**config.mk**
```make
export PLATFORM = sky130hd
export DESIGN_NAME = bcd_updown_cnt
export DESIGN_NICKNAME = d
export VERILOG_FILES = /design/src/rtl/bcd_updown_cnt.sv
export SDC_FILE = /design/constraint.sdc
export NUM_CORES = 1
export LEC_CHECK = 0
export BUFFER_PORTS_ARGS = -buffer_cell sky130_fd_sc_hd__buf_2
export CAP_MARGIN = 20
export CORE_MARGIN = 2
export CORE_UTILIZATION = 45
export CTS_BUF_LIST = sky130_fd_sc_hd__clkbuf_4 sky130_fd_sc_hd__clkbuf_8
export CTS_CLUSTER_DIAMETER = 80
export CTS_CLUSTER_SIZE = 28
export DETAILED_ROUTE_END_ITERATION = 12
export GPL_TIMING_DRIVEN = 0
export PLACE_DENSITY_LB_ADDON = 0.08
export SYNTH_ARGS = -nofsm -noshare
export SYNTH_HDL_FRONTEND = slang
export SYNTH_SLANG_ARGS = --single-unit
```
**constraint.sdc**
```tcl
create_clock -name clk -period 5.4 [get_ports clk]
set_input_delay 0.27 -clock clk [delete_from_list [all_inputs] [get_ports clk]]
set_output_delay 0.27 -clock clk [all_outputs]
set_load 0.02 [all_outputs]
```
**src/rtl/bcd_updown_cnt.sv**
```systemverilog
`default_nettype none
// +-------------------------------------------------------------------------+
// | bcd_updown_cnt : multi-digit BCD up/down counter with load/wrap/flags   |
// | Rev 1.0                                                                 |
// +-------------------------------------------------------------------------+
module bcd_updown_cnt #(
  parameter int                  DIGITS  = 2,
  parameter logic [4*DIGITS-1:0] RST_VAL = 'h30
) (
  input  logic                  clk,
  input  logic                  rstn,
  input  logic                  en,
  input  logic                  load,
  input  logic                  up,
  input  logic                  wrap,
  input  logic [4*DIGITS-1:0]   data,
  output logic [4*DIGITS-1:0]   cnt,
  output logic                  tc,
  output logic                  done,
  output logic                  wrapped,
  output logic                  err
);

  localparam int              c_W    = 4 * DIGITS;
  localparam logic [c_W-1:0]  c_ALL9 = {DIGITS{4'h9}};

  logic [c_W-1:0]    r_cnt;
  logic              r_done;
  logic              r_wrapped;
  logic              r_err;

  logic [c_W-1:0]    w_load_val;
  logic [c_W-1:0]    w_inc;
  logic [c_W-1:0]    w_dec;
  logic [c_W-1:0]    w_step;
  logic [c_W-1:0]    w_term;
  logic [DIGITS-1:0] w_bad;
  logic [DIGITS-1:0] w_inc_c;
  logic [DIGITS-1:0] w_dec_c;
  logic              w_at_term;
  logic              w_step_term;

  assign w_inc_c[0] = 1'b1;
  assign w_dec_c[0] = 1'b1;

  // Per-digit load clamp plus single-cycle carry/borrow ripple
  for (genvar i = 0; i < DIGITS; i++) begin : g_digit
    logic [3:0] w_dig;
    logic [3:0] w_din;
    assign w_dig    = r_cnt[4*i +: 4];
    assign w_din    = data[4*i +: 4];
    assign w_bad[i] = (w_din > 4'd9);
    assign w_load_val[4*i +: 4] = w_bad[i] ? 4'd9 : w_din;
    assign w_inc[4*i +: 4] = !w_inc_c[i] ? w_dig : (w_dig == 4'd9) ? 4'd0 : w_dig + 4'd1;
    assign w_dec[4*i +: 4] = !w_dec_c[i] ? w_dig : (w_dig == 4'd0) ? 4'd9 : w_dig - 4'd1;
    if (i < DIGITS - 1) begin : g_chain
      assign w_inc_c[i+1] = w_inc_c[i] & (w_dig == 4'd9);
      assign w_dec_c[i+1] = w_dec_c[i] & (w_dig == 4'd0);
    end
  end

  // At an extreme the ripple already produces the opposite extreme
  assign w_step      = up ? w_inc : w_dec;
  assign w_term      = up ? c_ALL9 : '0;
  assign w_at_term   = (r_cnt == w_term);
  assign w_step_term = (w_step == w_term);

  always_ff @(posedge clk) begin
    if (!rstn) begin
      r_cnt     <= RST_VAL;
      r_done    <= 1'b0;
      r_wrapped <= 1'b0;
      r_err     <= 1'b0;
    end else if (load) begin
      r_cnt     <= w_load_val;
      r_err     <= |w_bad;
      r_done    <= 1'b0;
      r_wrapped <= 1'b0;
    end else if (en) begin
      if (w_at_term) begin
        if (wrap) begin
          r_cnt <= w_step;
        end
        r_wrapped <= wrap;
        r_done    <= 1'b0;
      end else begin
        r_cnt     <= w_step;
        r_done    <= w_step_term;
        r_wrapped <= 1'b0;
      end
    end else begin
      r_done    <= 1'b0;
      r_wrapped <= 1'b0;
    end
  end

  assign cnt     = r_cnt;
  assign tc      = rstn & w_at_term;
  assign done    = r_done;
  assign wrapped = r_wrapped;
  assign err     = r_err;

endmodule
`default_nettype wire

```
== Word-level counts from Yosys, hierarchy flattened ==
Cells that the tools add are included.

* Register bits: 11
* Input bits: 14
* Output and inout port bits: 12
* Word-level logic and storage cells: 40

* $add $sub $neg: 4
* $lt $le $gt $ge: 2
* Eq/ne operators: 5
* Multiplexer cells: 14
* Bitwise operators: 4
* Reductions and logical operators: 7

{| class="wikitable"
|+ Operators by type and width
! kind !! number
|-
| 8-bit 2-to-1 mux || 6
|-
| 4-bit 2-to-1 mux || 8
|-
| 8-bit == test || 2
|-
| 4-bit by 1-bit adder with 4-bit output, second input constant || 2
|-
| 4-bit == test, second input constant || 2
|-
| 4-bit > comparator, second input constant || 2
|-
| 4-bit logical NOT || 2
|-
| 4-bit OR reduction || 2
|-
| 4-bit by 1-bit subtractor with 4-bit output, second input constant || 2
|-
| 3-bit != test, second input constant || 1
|-
| 1-bit NOT || 3
|-
| 2-bit AND reduction || 1
|-
| 2-bit nonzero test || 1
|-
| 2-bit OR reduction || 1
|-
| 1-bit AND || 1
|}

== Depth between registers and ports, before layout ==
Gate-level depths: netlist of run 1.

* Depth after elaboration: 8
* Mapped depth: 7
* Depth with buffers taken out: 5

== Least setup slack after synthesis of run 1 ==
No wires, ideal clock.

* Kind: register -> register
* From: register r_cnt[2] (netlist: cnt[2])
* To: register r_done (netlist: done)
* Setup time: 103 ps
* Arrival time: 2,025 ps
* Required time: 5,297 ps
* Path slack: 3,272 ps
* Cell stages (with the launch flop): 7
* Buffers on the path: 1
* Period minus slack after synthesis: 2,128 ps
* Cells stage by stage: dfxtp_1 buf_6 or4_4 or3_4 a2111oi_4 nor3_1 a2111oi_2

* Longest elaborated chain between the ends: 4
* Elaborated cells between the ends (all ways): 12
* Those cells by class: add/sub (2); eq/ne (3); mux (5); reduce/logical (2)

{| class="wikitable"
|+ RTL lines
! what !! line !! source
|-
| start: declaration || 27 || <nowiki>logic [c_W-1:0] r_cnt;</nowiki>
|-
| start signal: assignment || 75 || <nowiki>r_cnt <= w_load_val;</nowiki>
|-
| start signal: assignment || 82 || <nowiki>r_cnt <= w_step;</nowiki>
|-
| start signal: assignment || 87 || <nowiki>r_cnt <= w_step;</nowiki>
|-
| 4-bit by 1-bit subtractor with 4-bit output, or another cell as far along || 55 || <nowiki>assign w_dec[4*i +: 4] = !w_dec_c[i] ? w_dig : (w_dig == 4'd0) ? 4'd9 : w_dig - 4'd1;</nowiki>
|-
| 4-bit 2-to-1 mux (on tied branches) || 55, 54 ||
|-
| 8-bit 2-to-1 mux || 63 || <nowiki>assign w_step = up ? w_inc : w_dec;</nowiki>
|-
| 8-bit == test || 66 || <nowiki>assign w_step_term = (w_step == w_term);</nowiki>
|-
| end signal: assignment || 88 || <nowiki>r_done <= w_step_term;</nowiki>
|-
| end: declaration || 28 || <nowiki>logic r_done;</nowiki>
|}

Parallel ways exist; a longest one is shown, timed or not.
A chain may end at the register's enable or synchronous reset.

== Worst setup path in the final report of run 1 ==
* From: register r_cnt[0] (netlist: cnt[0])
* To: output tc

* Longest elaborated chain between the ends: 2

{| class="wikitable"
|+ RTL lines
! what !! line !! source
|-
| 8-bit == test || 65 || <nowiki>assign w_at_term = (r_cnt == w_term);</nowiki>
|-
| 1-bit AND || 98 || <nowiki>assign tc = rstn & w_at_term;</nowiki>
|-
| end: declaration || 18 || <nowiki>output logic tc,</nowiki>
|}

No other way between the ends.

==> results.toml, run 1 <==
[run_status]
status = "completed"

[floorplan]
die-area_um2 = 2600
die_w_um = 51.0
num_rows = 17
start_util = 0.463
ios = 26
core-area_um2 = 2150
die_y_um = 51.0

[cts]
cts_setup_buffers = 0
cts_resized = 0
clockRootBuffer = "clkbuf_4"
cts_buffer_depth = 2
cts_htree_levels = 1
tritoncts = "yes"
clock-sinks = 11
cts_buffers = 3
insertion_delay_ps = 270
clk_pin_slew_ps = 80
postCtsHoldBufs = 0

[drt]
viasPerCell = 5.62
drt_iter0_markers = 38
num_vias = 1085
wl_per_cell_um = 13.7
drtPass1Iterations = 4
ant_nets = 0
drc_errors = 0
finalWirelength_um = 2650

[global_routing]
overflow = 0
antenna_found_initial = 0
gr-usage-all-layers = 0.228
grt_pass1_vias = 999
grt_max_degree = 11
grt_pass1_wl_um = 4620

[place]
globalplace.congestion = 0.843
port_buffers = 25
dp.cells = 189
dp_hpwl_um = 2030

[layout]
fin_nets = 180
areaGrowthSynthToFinish_pct = 19.1
drive_above_1_share = 0.230
n_antenna_cell = 0
final-instance-count-excl-fill = 193

[timing]
tns_ps = 0
period_minus_slack_ps = 2240
rsz0062_at_grt = "no"
period_share = 0.416
skew_ps = 2.18
maxSlewViolCount = 0
worst_slew_pin_slew_ps = 517
hold_viol_final = 0
relSlewSlack = 0.654
setup_viol_count_final = 0
max_freq_mhz = 446

[critical_path]
critPathLaunch = "cnt[0]$_SDFFE_PN0P_"
reg2reg_slack_ps = 3250
worstReg2RegStart = "cnt[2]$_SDFFE_PN0P_"
cp_max_fo = 10
cpLargestDelayFamily = "simple AND/OR/NAND/NOR gates"
cp_num_buf_inv = 2
crit_path_end_kind = "output pin"
worstPathCellList = "clkbuf_1, nand4_1, a2bb2oi_1, nor4_1, and2_1, buf_2"
slowest_stage = "dfxtp_1"
required_ps = 5130
crit_path_max_incr_delay_ps = 360
reg2reg_depth = 6
crit_type = "reg -> out"
cp.arrival_ps = 1970
critical_path.startpoint_type = "register"
r2r-end = "done$_SDFF_PP0_"

[logic_synthesis]
synth_cell_type_count = 47
syn_inst = 136
synth_area_leaders = "dfxtp_1 (22%), o21ai_0 (4.5%), nor2_1 (4.5%)"
synth-seq-cells = 11
async_reset_ff_frac = 0
syn_avg_cell_area_um2 = 7.31
synth_edf_count = 0
ys.flop_type = "dfxtp_1"
synth_top_cell_by_area = "dfxtp_1"
ys.warnings.count = 0
synthesis.area_um2 = 995
synth_top_area_frac = 0.221
syn_nets = 150
ys_seq_area_frac = 0.221

[hold_path]
hp-start = "data[3]"
hold_depth = 2
min_to = "cnt[2]$_SDFFE_PN0P_"
hold_class = "in -> reg"

[power_and_ir_drop]
power.density_nw_per_um2 = 202
p_leak_nw = 0.477
p_total_mw = 0.240
irDropWorstVdd_v = 0.000132

[job]
drv_cap = 0
area by class of cell:
type	instances	area, um^2
Tap cell	28	35.0
Sequential cell	11	220
Inverter	7	26.3
Clock buffer	4	30.0
Multi-Input combinational cell	106	696
Fill cell	231	963
Timing Repair Buffer	25	125
Buffer	12	52.6
kinds of logic after synthesis:
family                    synth area share
DFF                                  0.221
and+or+nand+nor                      0.303
AOI/OAI and AO/OA                    0.281
muxes                               0.0629
buffers and inverters               0.0792
xor gates and xnor gates            0.0528
where the power goes:
group	leakage [nW]	switching (mW)	internal, mW
Sequential	0.0906	0.00445	0.0861
Clock	0.0184	0.0312	0.0336
Combinational	0.368	0.0505	0.0339
cells in the final DEF, fill, tap and decap left out, types with 3 or more instances in the layout:
master,Yosys,layout
a21oi_1,8,8
nor2_1,12,12
mux2i_1,4,4
and3_1,3,3
inv_1,7,7
clkbuf_4,0,4
dfxtp_1,11,11
o21ai_0,9,9
clkbuf_1,10,10
buf_2,0,25
xnor2_1,4,4
nand2_1,9,9
nand3_1,5,5
nor3_1,7,7
cell usage after synthesis, types with 2 or more instances:
library cell / n
nor3_1: 7
mux2_2: 2
a22oi_1: 2
nand2_1: 9
inv_1: 7
nand4_1: 2
nand3_1: 5
nor2_1: 12
a21oi_1: 8
xnor2_1: 4
o21ai_0: 9
clkbuf_1: 10
dfxtp_1: 11
mux2i_1: 4
a31oi_1: 2
nor2b_1: 2
nand3b_1: 2
o31ai_1: 2
nor4_1: 2
and3_1: 3
or4_1: 2
and2_1: 2
nand2b_1: 2
xor2_1: 2
how the worst max path moves through the flow:
| stage | end | slack (ps) | depth (start not counted) |
|---|---|---|---|
| floorplan | done$_SDFF_PP0_ | 3270 | 6 |
| global placement | done$_SDFF_PP0_ | 3290 | 6 |
| detailed placement | done$_SDFF_PP0_ | 3250 | 6 |
| CTS | tc | 3130 | 6 |
| global route | tc | 2950 | 6 |
| finish | tc | 3160 | 6 |
flip-flops by register name, summed over array words and instances, names as in the netlist:
name     count
err          1
cnt          8
wrapped      1
done         1
through the flow:
stage	hold WS (ps)	setup slack [ps]	cell area (um^2)	util
final	247	3160	1180	0.552
after global routing	258	2950	1180	0.552
after CTS	242	3130	1180	0.552
after detailed placement	523	3250	1150	0.538
after global placement	523	3290	1150	0.538
after floorplan	386	3270	995	-
routing by layer:
| layer | wire [um] | share of wire | GRT usage |
|---|---|---|---|
| met5 | 0 | 0 | 0 |
| met4 | 14 | 0.0053 | 0.0541 |
| met3 | 156 | 0.059 | 0.0263 |
| met2 | 1280 | 0.48 | 0.372 |
| met1 | 1200 | 0.45 | 0.319 |
Power figures use the tool's default switching activity.
==> run 2: changes to the inputs <==
clock period = 2.1 ns   (was 5.4 ns; I/O delays follow)
==> run 2 against run 1 <==
Compared with the run above: design area is 1.9% higher; clock power grew to 2.6 times the previous value; combinational power grew to 2.6 times the previous value; cell count stayed put; die area stayed put; highest routed layer unchanged.
==> results.toml, run 2 (synthesis results as in run 1) <==
[power_and_ir_drop]
p_sw_mw = 0.226
seq_power_share = 0.379
p_int_mw = 0.397
power.density_nw_per_um2 = 516
p_clk_frac = 0.273
p_leak_nw = 0.485
p_total_mw = 0.623
p_comb_frac = 0.349
p_sw_frac = 0.363
irDropWorstVdd_v = 0.000274

[drt]
num_vias = 1094
drc_errors = 0
viasPerCell = 5.67
wl_per_cell_um = 14.1
ant_nets = 0
finalWirelength_um = 2720
drt_iter0_markers = 41
drtPass1Iterations = 5

[critical_path]
worstSetupEndpoint = "cnt[3]$_SDFFE_PN0P_"
cp.arrival_ps = 2270
required_ps = 2280
worstReg2RegStart = "cnt[2]$_SDFFE_PN0P_"
critical_path.startpoint_type = "register"
reg2reg_depth = 6
reg2reg_slack_ps = 7
crit_path_end_kind = "register"
r2r-end = "cnt[3]$_SDFFE_PN0P_"
crit_path_max_incr_delay_ps = 470
critPathLaunch = "cnt[2]$_SDFFE_PN0P_"
slowest_stage = "or4_1"
crit_type = "reg -> reg"
worstPathCellList = "buf_4, or2_2, or4_1, o21ai_1, nand2b_1, a31o_2"
cp_max_fo = 10

[cts]
insertion_delay_ps = 280
cts_buffers = 3
clock-sinks = 11
clockRootBuffer = "clkbuf_4"
clk_pin_slew_ps = 80
postCtsHoldBufs = 0
tritoncts = "yes"
cts_buffer_depth = 2
cts_htree_levels = 1

[run_status]
status = "completed"

[floorplan]
num_rows = 17
die-area_um2 = 2600
start_util = 0.463
die_y_um = 51.0
die_w_um = 51.0
core-area_um2 = 2150
ios = 26

[layout]
utilization = 0.562
fin_nets = 180
mostFrequentLayoutCells = "buf_2 (26), nor2_1 (12), nand2_1 (9), o21ai_0 (9)"
n_antenna_cell = 0
drive_above_1_share = 0.279
layout_commonest_cell = "buf_2"
largest_reg_flops = 8
areaGrowthSynthToFinish_pct = 21.4

[timing]
max_freq_mhz = 478
maxSlewViolCount = 0
skew_ps = 1.91
hold_viol_final = 0
relSlewSlack = 0.657
period_minus_slack_ps = 2090
period_share = 0.997
worst_slew_pin_slew_ps = 513
rsz0062_at_grt = "yes"
layout_setup_ws_ps = 7.18
setup_viol_count_final = 0

[place]
port_buffers = 25
globalplace.congestion = 0.852
place_ws_ps = -56.8
dp_hpwl_um = 2020

[global_routing]
antenna_found_initial = 0
grt_max_degree = 11
overflow = 0
grt_pass1_wl_um = 4580
gr-usage-all-layers = 0.229
grt_pass1_vias = 1005

[hold_path]
hold_class = "in -> reg"

[job]
drv_cap = 0
==> run 2: cell count changes in the layout (fill, tap and decap cells not counted), sizes merged <==
cell,change
buf,+2
clkbuf,-2
==> run 2: worst max-delay path: cells and delay by family, from the launching register on <==
family / cells / cell delay [ps]
buf+inv: 1 / 160
simple gates: 3 / 910
compound gates: 2 / 570
flops: 1 / 350
==> run 2: area by class of cell <==
type	count	area, um^2
inverters	7	26.3
well taps	28	35.0
clock buffers	4	30.0
flip-flops and latches	11	226
plain buffers	10	38.8
multi-input cells	106	711
repair buffers	27	140
fillers	222	941
==> run 2: metal layers <==
| metal | GRT usage | up-vias | routed length, um |
|---|---|---|---|
| li1 | - | 554 | - |
| met1 | 0.299 | 513 | 1280 |
| met2 | 0.387 | 23 | 1330 |
| met3 | 0.0380 | 4 | 87 |
| met4 | 0.0631 | 0 | 27 |
| met5 | 0 | - | 0 |
==> run 2: timing repair <==
action	CTS	global route
pin swaps	5	5
hold endpoints to repair	0	0
buffers inserted	2	0
endpoints found under the setup margin	1	5
gates resized for setup	2	7
==> run 2: power groups by stage <==
stage	clock network, mW	registers (mW)	logic [mW]
global placement	0	0.238	0.212
floorplan	0	0.252	0.139
detailed placement	0	0.238	0.213
global route	0.179	0.239	0.241
CTS	0.171	0.233	0.216
finish	0.170	0.236	0.217
==> run 2: how the worst min path moves through the flow <==
stage,start,endpoint,slack [ps],cells past startpoint
6_report,data[3],cnt[2]$_SDFFE_PN0P_,70,2
5_1_grt,wrap,wrapped$_SDFF_PP0_,80,2
4_1_cts,data[3],cnt[2]$_SDFFE_PN0P_,50,2
3_5_place_dp,data[3],cnt[2]$_SDFFE_PN0P_,350,2
3_3_place_gp,data[3],cnt[2]$_SDFFE_PN0P_,350,2
2_1_floorplan,data[3],cnt[2]$_SDFFE_PN0P_,220,1
==> run 2: metrics by stage <==
| step | TNS (ps) | std cells | instance area, um^2 | hold WS (ps) |
|---|---|---|---|---|
| finish | 0 | 193 | 1210 | 69.4 |
| CTS | -27.3 | 194 | 1200 | 54.5 |
| floorplan | 0 | 136 | 996 | 216 |
| detailed placement | -56.8 | 189 | 1160 | 351 |
| global route | -215 | 193 | 1210 | 84.9 |
| global placement | -23.5 | 189 | 1160 | 349 |
==> run 3: changes to the inputs <==
CAP_MARGIN = unset   (was 20)
CELL_PAD_IN_SITES_DETAIL_PLACEMENT = 2   (was unset)
CELL_PAD_IN_SITES_GLOBAL_PLACEMENT = 2   (was unset)
CORE_UTILIZATION = 30   (was 45)
==> run 3 against run 2 <==
Compared with the run above: non-clock buffer count is the same; clock skew shrank 0.87 ps; routed wire length grew 30%; sequential cell count is the same; clock power is essentially flat; sequential power grew 2%; count of clock-buffer cells in the layout is the same; critical endpoint is now done$_SDFF_PP0_; largest cell class unchanged; highest routed layer unchanged.
==> results.toml, run 3 (synthesis results as in run 1) <==
[cts]
cts_buffer_depth = 2
clockRootBuffer = "clkbuf_4"
tritoncts = "yes"
cts_htree_levels = 1
insertion_delay_ps = 280
cts_buffers = 3
clock-sinks = 11
clk_pin_slew_ps = 80

[timing]
rsz0062_at_grt = "yes"
hold_viol_final = 0
period_share = 0.984
worst_slew_pin_slew_ps = 606
setup_viol_count_final = 0
tns_ps = 0
skew_ps = 1.04
period_minus_slack_ps = 2070
relSlewSlack = 0.595
maxSlewViolCount = 0
holdWs_ps = 86.1
max_freq_mhz = 484

[drt]
viasPerCell = 5.53
drc_errors = 0
ant_nets = 0
finalWirelength_um = 3530
wl_per_cell_um = 16.9
num_vias = 1155
drt_iter0_markers = 39
drtPass1Iterations = 4

[critical_path]
crit_type = "reg -> reg"
cp_max_fo = 3
required_ps = 2270
cp.depth = 5
crit_path_max_incr_delay_ps = 530
critical_path.startpoint_type = "register"
cp.arrival_ps = 2240
reg2reg_depth = 5
worstPathCellList = "or4_4, or3_4, a2111oi_4, nor3_2, a2111oi_2"
crit_path_end_kind = "register"
cp_num_buf_inv = 0
cpLargestDelayFamily = "simple AND/OR/NAND/NOR gates"
slowest_stage = "or4_4"

[layout]
mostFrequentLayoutCells = "buf_2 (25), nor2_1 (12), nand2_1 (9), o21ai_0 (9), dfxtp_1 (8)"
largest_reg_flops = 8
layout_commonest_cell = "buf_2"
final-seq-area_um2 = 226
n_antenna_cell = 0
multi_input_area_um2 = 711
drive_above_1_share = 0.285
utilization = 0.397
areaGrowthSynthToFinish_pct = 23.8
fin_nets = 180
fill_cells = 419

[run_status]
status = "completed"

[hold_path]
hold_depth = 2
hold_class = "in -> reg"

[global_routing]
antenna_found_initial = 0
overflow = 0
gr-usage-all-layers = 0.198
grt_pass1_vias = 1139
grt_max_degree = 11
grt_pass1_wl_um = 5450

[power_and_ir_drop]
p_clk_frac = 0.266
p_comb_frac = 0.355
irDropWorstVdd_v = 0.000190
p_sw_mw = 0.235
power.density_nw_per_um2 = 515
p_leak_nw = 0.489
p_sw_frac = 0.371
seq_power_share = 0.379
p_int_mw = 0.398

[floorplan]
die_y_um = 61.6
num_rows = 20
die-area_um2 = 3790
die_w_um = 61.6
start_util = 0.321
ios = 26
core-area_um2 = 3100

[job]
drv_cap = 0

[place]
globalplace.congestion = 0.844
port_buffers = 25
dp_hpwl_um = 2740
## run 3: per-stage QoR
step,setup slack [ps],std cells,instance area [um^2],power (mW)
4_1_cts,-33.2,211,1230,0.638
3_5_place_dp,-82.0,205,1180,0.464
6_report,33.4,209,1230,0.633
2_1_floorplan,14.0,136,996,0.391
3_3_place_gp,-28.2,205,1180,0.456
5_1_grt,-69.1,209,1230,0.676
## run 3: per-layer routing
layer  vias to the layer above  global-route usage  part of all wire
met3                         5              0.0441             0.040
met4                         0              0.0456            0.0099
met1                       567               0.243              0.44
met2                        22               0.350              0.51
met5                         -                   0                 0
li1                        561                   -                 -
## run 3: final cells by class
class,count,share of cell area
clock buffer,4,0.0244
tap,44,0.0447
inverter,7,0.0213
multi-input combinational,106,0.577
timing repair buffer,28,0.120
buffer,9,0.0285
sequential,11,0.184
## run 3: worst reg2reg max path: cells and delay by family, from the launching register on
kind / cells / cell delay, ps
AOI/OAI and AO/OA: 2 / 610
DFF: 1 / 340
and+or+nand+nor: 3 / 1020
## run 3: path summary, 6_finish.rpt
path | start | end | slack [ps]
max reg2reg | cnt[0]$_SDFFE_PN0P_ | done$_SDFF_PP0_ | 30
min reg2reg | err$_SDFFE_PN0P_ | err$_SDFFE_PN0P_ | 560
min | wrap | wrapped$_SDFF_PP0_ | 90
max | cnt[0]$_SDFFE_PN0P_ | done$_SDFF_PP0_ | 30
## run 3: what timing repair did
action	CTS	global route
pin swaps	4	2
buffers inserted	3	0
setup endpoints to repair	3	3
gates resized for setup	4	3
hold buffers	0	0
## run 3: power groups by stage
stage / clock network (mW) / registers, mW / logic [mW]
floorplan: 0 / 0.252 / 0.139
global placement: 0 / 0.238 / 0.218
detailed placement: 0 / 0.239 / 0.225
CTS: 0.173 / 0.234 / 0.231
global route: 0.185 / 0.242 / 0.248
finish: 0.169 / 0.240 / 0.225
